File: src/rtl/vram_arb_if.sv
// Bus bundle between the VRAM arbiter, the blitter, the video fetch path and the VRAM port.
interface vram_arb_if;
  localparam int unsigned AW = 16;
  localparam int unsigned DW = 16;

  logic          video_ena_i;
  logic          blit_cycle_o;
  logic          blit_sel_i;
  logic          blit_wr_i;
  logic [AW-1:0] blit_addr_i;
  logic [DW-1:0] blit_data_i;
  logic [DW-1:0] blit_data_o;
  logic          blit_ack_o;
  logic          vgen_sel_i;
  logic [AW-1:0] vgen_addr_i;
  logic          vgen_grant_o;
  logic [DW-1:0] vgen_data_o;
  logic          vgen_ack_o;
  logic          vram_sel_o;
  logic          vram_wr_o;
  logic [AW-1:0] vram_addr_o;
  logic [DW-1:0] vram_data_o;
  logic [DW-1:0] vram_data_i;

  // Arbiter view
  modport slave (
    input  video_ena_i, blit_sel_i, blit_wr_i, blit_addr_i, blit_data_i,
           vgen_sel_i, vgen_addr_i, vram_data_i,
    output blit_cycle_o, blit_data_o, blit_ack_o, vgen_grant_o, vgen_data_o,
           vgen_ack_o, vram_sel_o, vram_wr_o, vram_addr_o, vram_data_o
  );

  // Requester / memory view
  modport master (
    output video_ena_i, blit_sel_i, blit_wr_i, blit_addr_i, blit_data_i,
           vgen_sel_i, vgen_addr_i, vram_data_i,
    input  blit_cycle_o, blit_data_o, blit_ack_o, vgen_grant_o, vgen_data_o,
           vgen_ack_o, vram_sel_o, vram_wr_o, vram_addr_o, vram_data_o
  );
endinterface

File: src/rtl/vram_arb.sv
// Single-port VRAM arbiter: slot-based sharing between blitter and video fetch,
// with a tag pipeline routing read data back to the requester that issued it.
module vram_arb #(
  parameter int unsigned SLOTS    = 4,
  parameter int unsigned READ_LAT = 1
) (
  input logic       clk,
  input logic       reset_i,
  vram_arb_if.slave bus
);
  localparam int unsigned CW = 4;
  localparam int unsigned AW = 16;
  localparam int unsigned DW = 16;
  localparam int unsigned TD = READ_LAT + 1;
  localparam logic [CW-1:0] SLOT_LAST = CW'(SLOTS - 1);
  localparam logic [CW-1:0] SLOT_BLIT = CW'(SLOTS - 2);

  // One stage of the read-return pipeline; blit=0 means the read belongs to video.
  typedef struct packed {
    logic valid;
    logic blit;
  } tag_t;

  logic [CW-1:0]   slot_cnt_q, slot_cnt_d;
  logic            blit_cycle_q, blit_cycle_d;
  logic            blit_own_q, blit_own_d;
  logic            vram_sel_q, vram_sel_d;
  logic            vram_wr_q, vram_wr_d;
  logic [AW-1:0]   vram_addr_q, vram_addr_d;
  logic [DW-1:0]   vram_wdata_q, vram_wdata_d;
  tag_t [TD-1:0]   tag_q, tag_d;
  tag_t            tag_new;
  logic [DW-1:0]   blit_rdata_q, blit_rdata_d;
  logic            blit_ack_q, blit_ack_d;
  logic [DW-1:0]   vgen_rdata_q, vgen_rdata_d;
  logic            vgen_ack_q, vgen_ack_d;
  logic            vgen_grant_c;

  // Video wins every slot the blitter does not own; nothing is granted while in reset.
  assign vgen_grant_c = reset_i & ~blit_own_q & bus.vgen_sel_i;

  // Slot schedule, port mux and read-return steering.
  always_comb begin
    slot_cnt_d   = (slot_cnt_q == SLOT_LAST) ? '0 : slot_cnt_q + CW'(1);
    blit_cycle_d = ~bus.video_ena_i | (slot_cnt_q == SLOT_BLIT);
    blit_own_d   = blit_cycle_q;

    vram_sel_d   = 1'b0;
    vram_wr_d    = 1'b0;
    vram_addr_d  = vram_addr_q;
    vram_wdata_d = vram_wdata_q;

    if (blit_own_q) begin
      if (bus.blit_sel_i) begin
        vram_sel_d   = 1'b1;
        vram_wr_d    = bus.blit_wr_i;
        vram_addr_d  = bus.blit_addr_i;
        vram_wdata_d = bus.blit_data_i;
      end
    end else if (vgen_grant_c) begin
      vram_sel_d  = 1'b1;
      vram_addr_d = bus.vgen_addr_i;
    end

    // Only reads need a return path; the owner is whoever held this slot.
    tag_new.valid = vram_sel_d & ~vram_wr_d;
    tag_new.blit  = blit_own_q;
    tag_d         = {tag_q[TD-2:0], tag_new};

    blit_ack_d   = 1'b0;
    blit_rdata_d = blit_rdata_q;
    vgen_ack_d   = 1'b0;
    vgen_rdata_d = vgen_rdata_q;
    if (tag_q[TD-1].valid) begin
      if (tag_q[TD-1].blit) begin
        blit_ack_d   = 1'b1;
        blit_rdata_d = bus.vram_data_i;
      end else begin
        vgen_ack_d   = 1'b1;
        vgen_rdata_d = bus.vram_data_i;
      end
    end
  end

  // State and output registers; reset drops any reads still in flight.
  always_ff @(posedge clk) begin
    if (!reset_i) begin
      slot_cnt_q   <= '0;
      blit_cycle_q <= 1'b0;
      blit_own_q   <= 1'b0;
      vram_sel_q   <= 1'b0;
      vram_wr_q    <= 1'b0;
      vram_addr_q  <= '0;
      vram_wdata_q <= '0;
      tag_q        <= '0;
      blit_rdata_q <= '0;
      blit_ack_q   <= 1'b0;
      vgen_rdata_q <= '0;
      vgen_ack_q   <= 1'b0;
    end else begin
      slot_cnt_q   <= slot_cnt_d;
      blit_cycle_q <= blit_cycle_d;
      blit_own_q   <= blit_own_d;
      vram_sel_q   <= vram_sel_d;
      vram_wr_q    <= vram_wr_d;
      vram_addr_q  <= vram_addr_d;
      vram_wdata_q <= vram_wdata_d;
      tag_q        <= tag_d;
      blit_rdata_q <= blit_rdata_d;
      blit_ack_q   <= blit_ack_d;
      vgen_rdata_q <= vgen_rdata_d;
      vgen_ack_q   <= vgen_ack_d;
    end
  end

  assign bus.blit_cycle_o = blit_cycle_q;
  assign bus.blit_data_o  = blit_rdata_q;
  assign bus.blit_ack_o   = blit_ack_q;
  assign bus.vgen_grant_o = vgen_grant_c;
  assign bus.vgen_data_o  = vgen_rdata_q;
  assign bus.vgen_ack_o   = vgen_ack_q;
  assign bus.vram_sel_o   = vram_sel_q;
  assign bus.vram_wr_o    = vram_wr_q;
  assign bus.vram_addr_o  = vram_addr_q;
  assign bus.vram_data_o  = vram_wdata_q;
endmodule

File: src/flat_wrapper.sv
// flat-port wrapper written by rule: the top's interface ports become plain ports
module vram_arb_flat 
#(
  parameter int unsigned SLOTS    = 4,
  parameter int unsigned READ_LAT = 1
)
  (clk, reset_i, bus_video_ena_i, bus_blit_sel_i, bus_blit_wr_i, bus_blit_addr_i, bus_blit_data_i, bus_vgen_sel_i, bus_vgen_addr_i, bus_vram_data_i, bus_blit_cycle_o, bus_blit_data_o, bus_blit_ack_o, bus_vgen_grant_o, bus_vgen_data_o, bus_vgen_ack_o, bus_vram_sel_o, bus_vram_wr_o, bus_vram_addr_o, bus_vram_data_o);
  vram_arb_if bus_i ();
  input logic clk;
  input logic reset_i;
  input wire logic [$bits(bus_i.video_ena_i)-1:0] bus_video_ena_i;
  input wire logic [$bits(bus_i.blit_sel_i)-1:0] bus_blit_sel_i;
  input wire logic [$bits(bus_i.blit_wr_i)-1:0] bus_blit_wr_i;
  input wire logic [$bits(bus_i.blit_addr_i)-1:0] bus_blit_addr_i;
  input wire logic [$bits(bus_i.blit_data_i)-1:0] bus_blit_data_i;
  input wire logic [$bits(bus_i.vgen_sel_i)-1:0] bus_vgen_sel_i;
  input wire logic [$bits(bus_i.vgen_addr_i)-1:0] bus_vgen_addr_i;
  input wire logic [$bits(bus_i.vram_data_i)-1:0] bus_vram_data_i;
  output wire logic [$bits(bus_i.blit_cycle_o)-1:0] bus_blit_cycle_o;
  output wire logic [$bits(bus_i.blit_data_o)-1:0] bus_blit_data_o;
  output wire logic [$bits(bus_i.blit_ack_o)-1:0] bus_blit_ack_o;
  output wire logic [$bits(bus_i.vgen_grant_o)-1:0] bus_vgen_grant_o;
  output wire logic [$bits(bus_i.vgen_data_o)-1:0] bus_vgen_data_o;
  output wire logic [$bits(bus_i.vgen_ack_o)-1:0] bus_vgen_ack_o;
  output wire logic [$bits(bus_i.vram_sel_o)-1:0] bus_vram_sel_o;
  output wire logic [$bits(bus_i.vram_wr_o)-1:0] bus_vram_wr_o;
  output wire logic [$bits(bus_i.vram_addr_o)-1:0] bus_vram_addr_o;
  output wire logic [$bits(bus_i.vram_data_o)-1:0] bus_vram_data_o;
  assign bus_i.video_ena_i = bus_video_ena_i;
  assign bus_i.blit_sel_i = bus_blit_sel_i;
  assign bus_i.blit_wr_i = bus_blit_wr_i;
  assign bus_i.blit_addr_i = bus_blit_addr_i;
  assign bus_i.blit_data_i = bus_blit_data_i;
  assign bus_i.vgen_sel_i = bus_vgen_sel_i;
  assign bus_i.vgen_addr_i = bus_vgen_addr_i;
  assign bus_i.vram_data_i = bus_vram_data_i;
  assign bus_blit_cycle_o = bus_i.blit_cycle_o;
  assign bus_blit_data_o = bus_i.blit_data_o;
  assign bus_blit_ack_o = bus_i.blit_ack_o;
  assign bus_vgen_grant_o = bus_i.vgen_grant_o;
  assign bus_vgen_data_o = bus_i.vgen_data_o;
  assign bus_vgen_ack_o = bus_i.vgen_ack_o;
  assign bus_vram_sel_o = bus_i.vram_sel_o;
  assign bus_vram_wr_o = bus_i.vram_wr_o;
  assign bus_vram_addr_o = bus_i.vram_addr_o;
  assign bus_vram_data_o = bus_i.vram_data_o;
  vram_arb #(.SLOTS(SLOTS), .READ_LAT(READ_LAT)) u_core (.clk(clk), .reset_i(reset_i), .bus(bus_i));
endmodule
File: config.mk
export PLATFORM = sky130hd
export DESIGN_NAME = vram_arb_flat
export DESIGN_NICKNAME = d
export VERILOG_FILES = /design/src/rtl/vram_arb_if.sv /design/src/rtl/vram_arb.sv /design/src/flat_wrapper.sv
export SDC_FILE = /design/constraint.sdc
export NUM_CORES = 1
export LEC_CHECK = 0
export CAP_MARGIN = 10
export CORE_MARGIN = 8
export CORE_UTILIZATION = 44
export CTS_CLUSTER_DIAMETER = 50
export CTS_CLUSTER_SIZE = 8
export DETAILED_ROUTE_END_ITERATION = 16
export MAX_ROUTING_LAYER = met4
export PLACE_DENSITY = 0.84
export SYNTH_ARGS = -nofsm -noshare
export SYNTH_HDL_FRONTEND = slang
export SYNTH_SLANG_ARGS = --single-unit
File: constraint.sdc
create_clock -name clk -period 3.1 [get_ports clk]
set_input_delay 0.62 -clock clk [delete_from_list [all_inputs] [get_ports clk]]
set_output_delay 0.62 -clock clk [all_outputs]
set_load 0.005 [all_outputs]
==> summary.md <==
| Metric | Value |
|---|---|
| Run status | complete, no violations |
| Chip height | 99.5 um |
| Later-pin clock latency in the skew report | between 0.3 and 0.4 ns |
| Met2 wire len | 3.93 mm |
| Clock Sinks | 78 |
| Crit Path Category | in -> out |
| Max VDD drop | ~0.25 mV |
| Initial antenna violation count | 0 |
| Critical path peak fanout | 2 |
| Dpl cells | between 500 and 600 |
| Final Wtd Congestion | 0.786 |
| Remaining antenna violation count after routing | 0 |
| Htree depth | 3 |
| Final worst-path cycle share | 0.766 |
| Synth cell count leaders | nand2_1 (99), dfxtp_1 (78), a21boi_0 (30) |
| EDFF count, synth | 0 |
| Routed wire length | 8.49 mm |
| Register area share after synthesis | 0.509 |
| Unrepaired setup endpoints after global routing | false |
| Crit start category | primary input |
| Clk slew on worst S/H paths | 0.08 ns |
| Slew headroom | 0.556 |
| Kind of cell adding the most delay to the critical path | buffers and inverters |
| Max incr delay on CP | roughly 0.5 ns |
| Max-Cap Viols | 0 |
| Setup Viol. Count Final | 0 |
| Count leader, synth | nand2_1 |
| Setup Buffers After CTS | 0 |
| Crit. End Element | output port |
| CP arrival | 1.75 ns |
| Area Growth Syn to Fin | 51.4% |
| Post-route DRC | 0 |
| CP cell instances | clkdlybuf4s50_1, and3b_1, clkdlybuf4s50_1 |
| Main area contributors after synthesis | dfxtp_1 (51%), nand2_1 (12%), a21boi_0 (7.3%), mux2i_1 (5.5%), a21boi_1 (4.6%) |
| Yosys warns | 0 |
| DR vias | 2692 |
| Final Max Tran Viols | 0 |
| Initial Utilization | 0.454 |
| Main flop type after synthesis | dfxtp_1 |
| Top-area cell type share of the netlist area | 0.509 |
| Detail Placement HPWL | between 6 and 7 mm |
| CP Depth | 3 |
| Global-route wire length before repair | around 14 mm |
| P_leak | 1.67 nW |
| Ports | 140 |
| Netlist cell types | 28 |
| Metal3 WL | approximately 930 um |
| DR vias/cell | 4.96 |
| Post-CTS Hold Fix Bufs | 0 |
| Final setup TNS | 0 ns |
| Hold Path Stages | 1 |
| Nets | 530 |
| Fillers | 567 |
| PD cells | between 400 and 500 nW/um^2 |
| Mapped Area | 3070 um^2 |
| Wire length on met1 | roughly 3.5 mm |
| Synth area leader | dfxtp_1 |
| Top Layer Used | met4 |
| Actual slew at the worst max-slew pin | 0.665 ns |
| CTS buffer count | 9 |
| Critical Path RT | 2.48 ns |
| Longest Clk Path Bufs | 2 |
| Vias in the first global route | approximately 2800 |
| Syn Inst Count | between 300 and 400 |
| Slowest cell on crit path | clkdlybuf4s50_1 |
| # diodes | 0 |
| Grt total ovfl | 0 |
| Number of I/O port buffers | 139 |
| Hold Path Class | reg -> reg |
| # resized after CTS | 0 |
| CORE AREA | ~6800 um^2 |
| Die W | 99.5 um |
| Total routing usage reported by global routing | 0.178 |
| Largest net degree at the start of global routing | between 70 and 80 |
| Worst r2r path cells | 4 |
| Number of placement rows | 30 |
| Die area | 9900 um^2 |
| Top cell by count, worst path | clkdlybuf4s50_1 |
| Layout Cells excl Fill | around 540 |
| Iteration-0 DRC Markers | between 80 and 90 |
| Fmax | ~420 MHz |
| Avg Synthesized Cell Area | between 9 and 10 um^2 |
| Clock skew | around 0.007 ns |
| Footprint of the multi-input gates | 1340 um^2 |
| Clk root buf | clkbuf_8 |
| Async SR Flop Fraction | 0 |
| Syn_nets | between 400 and 500 |
| FF+latch area | around 1600 um^2 |
| Worst path buffer plus inverter count | 2 |
| Detailed-route wire length per cell | 15.6 um |
| Pre-antenna DRT Iters | 4 |
| Post-layout min period | 2.37 ns |
| Synthesized flop and latch total | between 70 and 80 |
| Layout cells sized above 1 | 0.0734 |
| Hold Violations, Final | 0 |
| CTS tree | yes |
-- worst reg2reg max path, delay by kind of cell (launching register included) --
family | cells | cell delay [ns]
AO/OA/AOI/OAI | 1 | 0.14
buffers and inverters | 1 | 0.33
flip-flops | 1 | 0.46
AND/OR/NAND/NOR | 2 | 0.67
-- layout by cell type, fill, tap and decap left out, types with 4 or more instances in the layout --
master	synthesis	routed
dfxtp_1	78	78
o31ai_1	16	16
clkdlybuf4s50_1	0	138
nand2_1	99	99
nor2_1	4	4
and2_1	10	10
a21boi_1	19	19
buf_4	1	5
clkbuf_8	0	10
a21oi_1	6	6
a21oi_2	10	10
a21boi_0	30	30
mux2i_1	17	17
-- final timing paths --
| kind | start | to | slack (ns) |
|---|---|---|---|
| setup / recovery | bus_vgen_sel_i | bus_vgen_grant_o | 0.73 |
| setup reg to reg | u_core.blit_own_q | u_core.bus.vram_data_o[7] | 1.43 |
| hold reg to reg | u_core.tag_d[2] | u_core.tag_q[2] | 0.43 |
| hold / removal | u_core.tag_d[2] | u_core.tag_q[2] | 0.43 |
-- layout make-up --
class | instances | area share
clock buffers | 11 | 0.0304
clock inverters | 5 | 0.0178
inverters | 1 | 0.000808
multi-input cells | 224 | 0.287
flip-flops and latches | 78 | 0.336
well taps | 80 | 0.0215
repair buffers | 144 | 0.306
-- stage by stage --
| stage | utilization | cell area (um^2) | setup slack [ns] | hold WS (ns) | total power (W) |
|---|---|---|---|---|---|
| floorplan | - | 3070 | 1.40 | 0.412 | 0.00120 |
| global placement | 0.655 | 4420 | 0.718 | 0.414 | 0.00136 |
| detailed placement | 0.655 | 4420 | 0.717 | 0.421 | 0.00136 |
| CTS | 0.688 | 4650 | 0.711 | 0.434 | 0.00220 |
| global route | 0.688 | 4650 | 0.677 | 0.450 | 0.00226 |
| finish | 0.688 | 4650 | 0.727 | 0.426 | 0.00218 |
-- per-layer routing --
layer  up-vias  GRT usage
met2       117      0.280
met3        12     0.0740
met4         0     0.0850
li1       1347          -
met1      1216      0.191
met5         -          -
-- flip-flops by register name, summed over array words and instances (netlist names) --
name                     flops
u_core.bus.vram_sel_o        1
u_core.bus.vram_addr_o      16
u_core.tag_q                 2
u_core.slot_cnt_q            4
u_core.bus.blit_cycle_o      1
u_core.bus.blit_ack_o        1
u_core.bus.vgen_ack_o        1
u_core.bus.vram_wr_o         1
u_core.bus.vgen_data_o      16
u_core.bus.vram_data_o      16
u_core.bus.blit_data_o      16
u_core.tag_d                 2
u_core.blit_own_q            1
-- report_power, final --
part,switching [W],leakage (nW),internal (W)
Clock,0.000365,0.113,0.000477
Sequential,0.0000209,0.634,0.00104
Combinational,0.000102,0.922,0.000175
Total,0.000487,1.67,0.00169
-- kinds of logic (layout without fill, tap and decap cells) --
group | after synthesis | count (layout) | synth area share
compound gates | 83 | 83 | 0.203
xor+xnor | 1 | 1 | 0.00285
fa+ha+maj | 2 | 2 | 0.00815
buf+inv | 27 | 161 | 0.0563
flops | 78 | 78 | 0.509
mux | 17 | 17 | 0.0554
simple gates | 121 | 121 | 0.166
(Power assumes the default switching activity.)
==> RTL change 1, RTL diff (config.mk and constraints unchanged) <==
`READ_LAT` is set to 1 in 2 places; all go to 2.
--- a/src/rtl/vram_arb.sv
+++ b/src/rtl/vram_arb.sv
@@ -3,5 +3,5 @@
 module vram_arb #(
   parameter int unsigned SLOTS    = 4,
-  parameter int unsigned READ_LAT = 1
+  parameter int unsigned READ_LAT = 2
 ) (
   input logic       clk,
--- a/src/flat_wrapper.sv
+++ b/src/flat_wrapper.sv
@@ -3,5 +3,5 @@
 #(
   parameter int unsigned SLOTS    = 4,
-  parameter int unsigned READ_LAT = 1
+  parameter int unsigned READ_LAT = 2
 )
   (clk, reset_i, bus_video_ena_i, bus_blit_sel_i, bus_blit_wr_i, bus_blit_addr_i, bus_blit_data_i, bus_vgen_sel_i, bus_vgen_addr_i, bus_vram_data_i, bus_blit_cycle_o, bus_blit_data_o, bus_blit_ack_o, bus_vgen_grant_o, bus_vgen_data_o, bus_vgen_ack_o, bus_vram_sel_o, bus_vram_wr_o, bus_vram_addr_o, bus_vram_data_o);
Check against the original RTL: not equivalent (Yosys sat finds a counterexample within 4 cycles, from zero or initial values and one cycle with reset_i low).
==> RTL change 1 against the unedited design <==
Setup slack got worse by 0.069 ns. Sequential share of layout area increased by 0.42 points. Count of clock-buffer cells in the layout decreased by 1. Routed wire length increased by 2.6%. Design area increased by 1.3%. Power decreased by 0.54%. Sequential cell count increased by 2. Area after synthesis increased by 1.5%. Non-clock buffer count unchanged. Critical path type unchanged. Critical endpoint unchanged.
==> RTL change 1: results (changes against the unedited design) <==
GR met3 Demand/Resource=0.0491 (was 0.0740); final non-filler cell total=563 (was 543); Top Layer Used=met4 (unchanged); vias in the first global route=2897 (was 2826); PostCTS Resize Cnt=0 (unchanged); Commonest cells post-synth=nand2_1, dfxtp_1, a21boi_0 (unchanged); CTS buffer count=9 (unchanged); largest net degree at the start of global routing=80 (was 78); largest area contributor in the netlist=dfxtp_1 (unchanged); initial antenna violation count=0 (unchanged); Iteration-0 DRC Markers=109 (was 81); met2 WL=4.36 mm (was 3.93 mm); worst hold slack=0.438 ns (was 0.426 ns); Crit path arrival time=1.82 ns (was 1.75 ns); Leakage=1.68 nW (was 1.67 nW); register area share after synthesis=0.514 (was 0.509); routability cong.=0.738 (was 0.786); hold endpoint=u_core.tag_q[4]$_SDFF_PN0_ (was u_core.tag_q[2]$_SDFF_PN0_); Fill cells=576 (was 567); Final Power=0.00217 W (was 0.00218 W); r2r startpoint=u_core.blit_own_q$_SDFF_PN0_ (unchanged); Setup Skew=0.0112 ns (was 0.00715 ns); DR WL met3=556 um (was 933 um); dpl cells=547 (was 527); hold path startpoint=u_core.tag_d[4]$_SDFF_PN0_ (was u_core.tag_d[2]$_SDFF_PN0_); Synth Net Count=405 (was 401); delay-heaviest family, CP=buffers and inverters (unchanged); Placement Setup Slack=0.687 ns (was 0.717 ns); Post-Synthesis Cells=333 (was 329); first-pass GRT wire length=14.1 mm (was 13.7 mm); RR Endpoint=u_core.bus.vram_addr_o[2]$_SDFFE_PN0P_ (was u_core.bus.vram_data_o[7]$_SDFFE_PN0P_); routed via count=2733 (was 2692); met1 Use GR=0.197 (was 0.191); post-CTS setup buffers=0 (unchanged); WL/cell=15.5 um (was 15.6 um); gr usage total=0.181 (was 0.178); wl on met1=3.60 mm (was 3.52 mm); share of layout cells above drive strength 1=0.0728 (was 0.0734); synth top area cells=dfxtp_1, nand2_1, a21boi_0 (unchanged); Peak VDD IR=249 uV (was 250 uV); dpl cell area=0.00450 mm^2 (was 0.00442 mm^2); run status=finished, final reports clean (unchanged); reg2reg setup slack=1.53 ns (was 1.43 ns); Nets=534 (was 530); final setup margin=0.658 ns (was 0.727 ns); Multi-input gate area=0.00135 mm^2 (was 0.00134 mm^2); Critical Path Max Stage Delay=0.53 ns (was 0.51 ns); Comb pwr share=0.124 (was 0.127); worst skew pair latency=between 0.3 and 0.4 ns; worst-margin pin slew=0.716 ns (was 0.665 ns); switch share=0.223 (was 0.224); Detailed Place HPWL=6.35 mm (was 6.28 mm); CP Max Fanout=2 (unchanged); worst-case clock buffer depth=2 (unchanged); met2 GRT Util=0.301 (was 0.280); Clock Power=0.000816 W (was 0.000842 W)
-- RTL change 1: cell count changes after synthesis, sizes merged --
| cell | before | now |
|---|---|---|
| and2 | 10 | 12 |
| dfxtp | 78 | 80 |
-- RTL change 1: kinds of logic after synthesis --
family / Yosys count / synth area share
compound gates: 83 / 0.200
xor+xnor: 1 / 0.00281
fa+ha+maj: 2 / 0.00803
buf+inv: 27 / 0.0534
flops: 80 / 0.514
mux: 17 / 0.0546
simple gates: 123 / 0.167
-- RTL change 1: cell type report --
cell class                 instances  area share
sequential                        80       0.340
timing repair buffer             144       0.302
multi-input combinational        226       0.286
clock buffer                      10      0.0271
tap                               96      0.0255
clock inverter                     6      0.0178
inverter                           1    0.000797
-- RTL change 1: worst reg2reg max path: stages, from the launching register on --
cell and delay [ns]:
dfxtp_1 0.36, buf_4 0.31, nand2_2 0.32, nand2b_4 0.34, a21oi_1 0.12
==> RTL change 2, RTL diff (same settings) <==
Made on the original files. `vram_addr_q` no longer has a reset.
--- a/src/rtl/vram_arb.sv
+++ b/src/rtl/vram_arb.sv
@@ -91,5 +91,4 @@
       vram_sel_q   <= 1'b0;
       vram_wr_q    <= 1'b0;
-      vram_addr_q  <= '0;
       vram_wdata_q <= '0;
       tag_q        <= '0;
@@ -104,5 +103,4 @@
       vram_sel_q   <= vram_sel_d;
       vram_wr_q    <= vram_wr_d;
-      vram_addr_q  <= vram_addr_d;
       vram_wdata_q <= vram_wdata_d;
       tag_q        <= tag_d;
@@ -112,4 +110,8 @@
       vgen_ack_q   <= vgen_ack_d;
     end
+  end
+
+  always_ff @(posedge clk) begin
+    vram_addr_q <= vram_addr_d;
   end
 
Function: differs if reset_i is asserted again (counterexample within 4 cycles, from zero or initial values and one cycle with reset_i low); with reset_i held inactive, the same outputs for 10 cycles.
==> RTL change 2 against the unedited design <==
Via count shrank 8.8%. Cell count is 6.3% lower. Sequential cell count unchanged. Routed wire length decreased by 4.3%. Design area shrank 4.4%. Setup slack worse by 0.18 ns. Power down 2.1%. Area after synthesis fell by 7.7%. Largest cell class unchanged.
==> RTL change 2: results (changes against the unedited design) <==
routed via count=2454 (was 2692); share of layout cells above drive strength 1=0.0833 (was 0.0734); Peak VDD IR=336 uV (was 250 uV); met2 WL=4.36 mm (was 3.93 mm); final wirelength=8.13 mm (was 8.49 mm); register area share after synthesis=0.608 (was 0.509); largest net degree at the start of global routing=57 (was 78); Setup Skew=0.00577 ns (was 0.00715 ns); Leakage=1.57 nW (was 1.67 nW); Nets=499 (was 530); Detailed Place HPWL=6.23 mm (was 6.28 mm); post-synthesis mux area share=0.0676 (was 0.0554); Post-Syn Area per Cell=9.70 um^2 (was 9.33 um^2); run status=finished, final reports clean (unchanged); first-pass GRT wire length=12.4 mm (was 13.7 mm); synth top area cells=dfxtp_1, edfxtp_1, nand2_1 (was dfxtp_1, nand2_1, a21boi_0); DR WL met3=423 um (was 933 um); count of cell types in the netlist=22 (was 28); Commonest cells post-synth=nand2_1, dfxtp_1, a21oi_1 (was nand2_1, dfxtp_1, a21boi_0); Iteration-0 DRC Markers=65 (was 81); Placement Setup Slack=0.544 ns (was 0.717 ns); final non-filler cell total=509 (was 543); worst-margin pin slew=1.17 ns (was 0.665 ns); routability cong.=0.806 (was 0.786); wl on met1=3.04 mm (was 3.52 mm); Critical Path Max Stage Delay=0.59 ns (was 0.51 ns); post-synthesis compound-gate area fraction=0.0928 (was 0.203); XOR/XNOR share of the synthesized area=0.00309 (was 0.00285); CP Max Fanout=8 (was 2); dpl cells=493 (was 527); dpl cell area=0.00422 mm^2 (was 0.00442 mm^2)
-- RTL change 2: changes by cell type after synthesis, moves of 17 or more --
cell,unedited run,this run
a21boi_0,30,0
mux2_2,0,17
a21boi_1,19,0
mux2i_1,17,0
a21oi_1,6,50
-- RTL change 2: kinds of logic (layout without fill, tap and decap cells) --
group	Yosys count	in the layout
xor gates and xnor gates	1	1
muxes	17	17
DFF	78	78
buffers and inverters	20	160
and+or+nand+nor	122	122
AOI/OAI and AO/OA	52	52
adders and majority gates	2	2
-- RTL change 2: layout make-up --
type | count | area, um^2
clock buffers | 15 | 219
clock inverters | 1 | 5.00
inverters | 2 | 7.51
repair buffers | 142 | 1410
fillers | 501 | 1830
well taps | 77 | 96.3
flip-flops and latches | 78 | 1720
multi-input cells | 194 | 982
-- RTL change 2: worst paths after layout --
check | from | to | slack (ns) | cells after the start
max | reset_i | bus_vgen_grant_o | 0.55 | 4
min | u_core.tag_d[2]$_SDFF_PN0_ | u_core.tag_q[2]$_SDFF_PN0_ | 0.44 | 1
max reg2reg | u_core.tag_q[3]$_SDFF_PN0_ | u_core.bus.vgen_data_o[5]$_SDFFE_PN0P_ | 1.38 | 3
min reg2reg | u_core.tag_d[2]$_SDFF_PN0_ | u_core.tag_q[2]$_SDFF_PN0_ | 0.44 | 1
-- RTL change 2: routing by layer --
layer	global-route usage	vias up
met5	-	-
met4	0.114	0
met3	0.0359	24
met2	0.321	78
met1	0.179	1124
li1	-	1228
-- RTL change 2: where the power goes --
part           total (W)  switching, W  internal (W)
clock           0.000799      0.000345      0.000454
sequential       0.00109     0.0000155       0.00107
combinational   0.000244     0.0000868      0.000157
